`src/rtl/regfile_dual_rd.sv`:
```
// Register file: one write port, two registered read ports, optional write-to-read
// bypass, and a hardware clear-all sweep that zeroes every register in turn.
module regfile_dual_rd #(
    parameter int WIDTH  = 8,
    parameter int DEPTH  = 8,
    parameter int AW     = 3,
    parameter int BYPASS = 1
) (
    input  logic             clk,
    input  logic             clr_n,
    input  logic             en,
    input  logic [AW-1:0]    wsel,
    input  logic [WIDTH-1:0] d,
    input  logic [AW-1:0]    rsel0,
    input  logic [AW-1:0]    rsel1,
    input  logic             init,
    output logic [WIDTH-1:0] q0,
    output logic [WIDTH-1:0] q1,
    output logic             busy
);

    typedef enum logic [0:0] {
        ST_IDLE  = 1'b0,
        ST_SWEEP = 1'b1
    } state_t;

    localparam int            AW1        = AW + 1;
    localparam logic [AW:0]   DEPTH_C    = AW1'(DEPTH);
    localparam logic [AW-1:0] LAST_PTR_C = AW'(DEPTH - 1);

    state_t            state_q, state_d;
    logic [AW-1:0]     ptr_q, ptr_d;
    logic [WIDTH-1:0]  mem_q [DEPTH];
    logic [WIDTH-1:0]  mem_d [DEPTH];
    logic [WIDTH-1:0]  q0_q, q0_d;
    logic [WIDTH-1:0]  q1_q, q1_d;
    logic              busy_q, busy_d;

    logic              user_wr_s;
    logic              wr_en_s;
    logic [AW-1:0]     wr_addr_s;
    logic [WIDTH-1:0]  wr_data_s;

    function automatic logic in_range(input logic [AW-1:0] addr);
        return ({1'b0, addr} < DEPTH_C);
    endfunction

    // Out-of-range reads return zero; a matching active write is forwarded when bypass is on.
    function automatic logic [WIDTH-1:0] read_port(input logic [AW-1:0]    addr,
                                                   input logic             wen,
                                                   input logic [AW-1:0]    waddr,
                                                   input logic [WIDTH-1:0] wdata);
        logic [WIDTH-1:0] result;
        result = {WIDTH{1'b0}};
        if (!in_range(addr)) begin
            result = {WIDTH{1'b0}};
        end else if ((BYPASS != 0) && wen && (waddr == addr)) begin
            result = wdata;
        end else begin
            for (int i = 0; i < DEPTH; i++) begin
                if (addr == AW'(i)) begin
                    result = mem_q[i];
                end else begin
                    result = result;
                end
            end
        end
        return result;
    endfunction

    // Select the single active write for this cycle: accepted user write, else sweep clear.
    always_comb begin
        user_wr_s = en && (state_q == ST_IDLE) && !init && in_range(wsel);
        wr_en_s   = 1'b0;
        wr_addr_s = {AW{1'b0}};
        wr_data_s = {WIDTH{1'b0}};
        if (user_wr_s) begin
            wr_en_s   = 1'b1;
            wr_addr_s = wsel;
            wr_data_s = d;
        end else if (state_q == ST_SWEEP) begin
            wr_en_s   = 1'b1;
            wr_addr_s = ptr_q;
            wr_data_s = {WIDTH{1'b0}};
        end else begin
            wr_en_s   = 1'b0;
        end
    end

    // Sweep sequencer next-state; init is ignored once a sweep is running.
    always_comb begin
        state_d = state_q;
        ptr_d   = ptr_q;
        case (state_q)
            ST_IDLE: begin
                if (init) begin
                    state_d = ST_SWEEP;
                    ptr_d   = {AW{1'b0}};
                end else begin
                    state_d = ST_IDLE;
                end
            end
            ST_SWEEP: begin
                if (ptr_q == LAST_PTR_C) begin
                    state_d = ST_IDLE;
                    ptr_d   = {AW{1'b0}};
                end else begin
                    ptr_d   = ptr_q + {{(AW-1){1'b0}}, 1'b1};
                end
            end
            default: begin
                state_d = ST_IDLE;
                ptr_d   = {AW{1'b0}};
            end
        endcase
        busy_d = (state_d == ST_SWEEP);
    end

    // Register array next-state and read-port data.
    always_comb begin
        for (int i = 0; i < DEPTH; i++) begin
            if (wr_en_s && (wr_addr_s == AW'(i))) begin
                mem_d[i] = wr_data_s;
            end else begin
                mem_d[i] = mem_q[i];
            end
        end
        q0_d = read_port(rsel0, wr_en_s, wr_addr_s, wr_data_s);
        q1_d = read_port(rsel1, wr_en_s, wr_addr_s, wr_data_s);
    end

    // State, storage and output registers; clr_n clears everything and aborts a sweep.
    always_ff @(posedge clk or negedge clr_n) begin
        if (!clr_n) begin
            state_q <= ST_IDLE;
            ptr_q   <= {AW{1'b0}};
            busy_q  <= 1'b0;
            q0_q    <= {WIDTH{1'b0}};
            q1_q    <= {WIDTH{1'b0}};
            for (int i = 0; i < DEPTH; i++) begin
                mem_q[i] <= {WIDTH{1'b0}};
            end
        end else begin
            state_q <= state_d;
            ptr_q   <= ptr_d;
            busy_q  <= busy_d;
            q0_q    <= q0_d;
            q1_q    <= q1_d;
            for (int i = 0; i < DEPTH; i++) begin
                mem_q[i] <= mem_d[i];
            end
        end
    end

    assign q0   = q0_q;
    assign q1   = q1_q;
    assign busy = busy_q;

endmodule

```
`config.mk`:
```
export PLATFORM = sky130hd
export DESIGN_NAME = regfile_dual_rd
export DESIGN_NICKNAME = d
export VERILOG_FILES = /design/src/rtl/regfile_dual_rd.sv
export SDC_FILE = /design/constraint.sdc
export NUM_CORES = 1
export LEC_CHECK = 0
export ABC_AREA = 1
export BUFFER_PORTS_ARGS = -buffer_cell sky130_fd_sc_hd__buf_2
export CAP_MARGIN = 20
export CELL_PAD_IN_SITES_DETAIL_PLACEMENT = 2
export CELL_PAD_IN_SITES_GLOBAL_PLACEMENT = 2
export CORE_MARGIN = 4
export CORE_UTILIZATION = 35
export CTS_CLUSTER_SIZE = 8
export DETAILED_ROUTE_END_ITERATION = 7
export GPL_ROUTABILITY_DRIVEN = 0
export HOLD_SLACK_MARGIN = 0.15
export PLACE_DENSITY_LB_ADDON = 0.05
export SLEW_MARGIN = 10
export SYNTH_ARGS = -nofsm -noshare
export SYNTH_HDL_FRONTEND = slang
export SYNTH_SLANG_ARGS = --single-unit
```
`constraint.sdc`:
```
create_clock -name clk -period 4.5 [get_ports clk]
set_input_delay 0.45 -clock clk [delete_from_list [all_inputs] [get_ports clk]]
set_output_delay 0.45 -clock clk [all_outputs]
set_load 0.01 [all_outputs]
```
==> metrics.yaml <==
numCtsBuffers: 9
max_clk_rate_mhz: 431
wire_length_of_the_first_global_routing_pass_mm: 26.4
worstPathMaxFanout: 11
synth_cell_types: 29
io_buffers: 37
post-cts-setup-buffers: 0
timing.hold.ws_ns: 0.434
die-width_um: 122
min-delay-path-class: "input port to flop"
drt-pass1-iter-count: 4
synth.ff_latch_count: 84
worst_pin_slew_ns: 0.995
grt_pass1_vias: 4612
dp.final_hpwl_mm: 11.9
die_height_um: 122
h-tree-depth: 3
count_of_flip_flops_with_a_built_in_enable_after_synthesis: 0
synth-main-ff-cell: "dfrtp_1"
critical-path-slowest-cell: "dfrtp_1"
p_int_mw: 1.92
number_of_nets_in_the_final_layout: 629
worst_ep_arrival_time_ns: 2.56
cts.path.max_buffers: 2
vias_per_cell: 5.49
core_sq_um: 12600
period_needed_ns: 2.32
synth.cell_area_sq_um: 4510
synthArstFlopShare_pct: 100
comb_power_share_pct: 37.0
synth_most_common_cell: "nand2_1"
net-switching-power_mw: 1.34
clock_power_share_pct: 25.8
finish.utilization_pct: 41.1
syn-num-nets: 598
n_fill_cell: 1499
crit_top_cell: "nand2_1"
setup.worst_path.class: "flop to flop"
critical_path.n_buffers_inverters: 1
ys_top_cells_by_count: "nand2_1 (168), dfrtp_1 (84), nor2_1 (59), nand3_1 (55), nand4_1 (48)"
tritoncts_clock_tree: "done"
antenna_cells: 0
fin_setup_tns_ns: 0
hold_viol: 0
slew_headroom_pct: 33.6
flow.area_growth_from_synthesis_pct: 14.9
routed_wire_length_per_instance_um: 21.5
clock_sink_count: 84
multi_input_comb_area_sq_um: 2130
initial_utilization_pct: 35.8
cell_by_cell_trace_of_the_critical_path: "nor2_8, nand3_2, nand2_4, nand2_1, nand2_1, nor2_1, nand2_1, inv_1, nand2_1, nand2_1"
crit_start_category: "flop"
yosys_warnings: 0
synth_top_cell_area_share_pct: 46.6
critPathMaxStageDelay_ns: 0.52
timing.final.setup_violations: 0
critical_path.top_delay_family: "simple AND/OR/NAND/NOR gates"
drt_iter0_markers: 222
synth-seq-area-share_pct: 46.6
cp.required_ns: 4.74
row_count: 41
drv_slew: 0
finalCritPeriodShare_pct: 51.5
dr_drc_count: 0
ioPinCount: 38
share_seq_of_total_power_pct: 37.2
switching_share_pct: 41.2
layout.area.seq_sq_um: 2100
insertion_delay_ns: 0.35
power.static_leakage_nw: 2.42
max_capacitance_violation_count: 0
power_per_cell_area_nw_per_um2: 629
peakVddDrop_mv: 0.236
critPathCaptureType: "flop"
grt_usage_pct: 23.8
outcome: "complete, no violations"
synthCells: 575
vias: 4298
syn_area_per_cell_sq_um: 7.85
die-area_sq_um: 14800
cts-root-buf: "clkbuf_16"
antenna_found_initial: 0
globalRoute.totalOverflow: 0
route.antenna.remaining_nets: 0
drive_gt1_share_pct: 13.6
rsz0062_at_grt: "false"
synth_area_leaders: "dfrtp_1 (47%), nand2_1 (14%), nand4_1 (6.7%)"
clkTransAtPathRegs_ns: 0.06
pin_count_of_the_biggest_net_entering_global_routing: 85
yosys.area.top_type: "dfrtp_1"
final.setup_skew_ns: 0.00481
routed_wirelength_mm: 16.8
## state kept, by name, indices dropped and copies added, names as in the netlist
register / count
mem_q: 64
q0: 8
ptr_q: 3
q1: 8
busy: 1
## through the flow
stage | instance area (sq um) | std cells | total power [mW] | worst slack [ns]
after floorplan | 4510 | 575 | 2.04 | 2.83
after global placement | 4800 | 764 | 2.37 | 2.04
after detailed placement | 4800 | 764 | 2.44 | 1.95
after CTS | 5130 | 780 | 3.29 | 2.17
after global routing | 5180 | 783 | 3.49 | 1.98
final | 5180 | 783 | 3.26 | 2.18
## final cells by class
class | count | share of cell area, %
sequential | 84 | 40.6
timing repair buffer | 45 | 5.29
inverter | 34 | 2.51
clock inverter | 3 | 1.33
multi-input combinational | 432 | 41.1
clock buffer | 13 | 5.02
tap | 172 | 4.15
## cell families after synthesis
logic type                 Yosys count  synth area share (%)
AOI/OAI and AO/OA                   77                  9.76
adders and majority gates            2                 0.555
and+or+nand+nor                    353                  36.9
buffers and inverters               59                  6.16
DFF                                 84                  46.6
## worst reg2reg max path, delay by kind of cell, from the launching register on
kind	cells	cell delay, ns
buf+inv	1	0.31
flops	1	0.52
simple gates	9	1.38
## repair_timing
| action | CTS | global route |
|---|---|---|
| hold buffers | 0 | 1 |
| hold endpoints to repair | 0 | 23 |
| gates resized for setup | 0 | 0 |
## layout by cell type, fill, tap and decap left out, drive strengths merged, types with 2 or more instances in the layout
cell,instances
nand2,172
a22o,2
dfrtp,84
o21ai,46
a21oi,10
ha,2
bufinv,2
inv,34
nand4,48
buf,44
o21a,18
nor2,65
nand3,58
nor3,10
clkbuf,13
## metal layers
layer,track usage (%),wire length [um],vias to the layer above
met4,8.54,356,0
met5,0,0,-
li1,-,-,2003
met1,31.4,7580,2201
met2,40.3,8360,72
met3,3.11,518,22
## power by group through the flow
| stage | registers [mW] | logic, mW | clock network (mW) |
|---|---|---|---|
| 2_1_floorplan | 1.18 | 0.866 | 0 |
| 3_3_place_gp | 1.21 | 1.16 | 0 |
| 3_5_place_dp | 1.23 | 1.21 | 0 |
| 4_1_cts | 1.21 | 1.23 | 0.852 |
| 5_1_grt | 1.25 | 1.35 | 0.889 |
| 6_report | 1.21 | 1.21 | 0.843 |
## final timing paths
check                           slack [ns]  startpoint  cells after the start         to
worst min register to register        0.53   mem_q[30]                      2  mem_q[30]
worst min-delay path                  0.43        init                      3       busy
min in group asynchronous             0.64       clr_n                      2       busy
max in group asynchronous             3.23       clr_n                      3   mem_q[7]
worst max-delay path                  2.18        busy                     10      q0[5]
worst max register to register        2.18        busy                     10      q0[5]
Power figures use the tool's default switching activity.
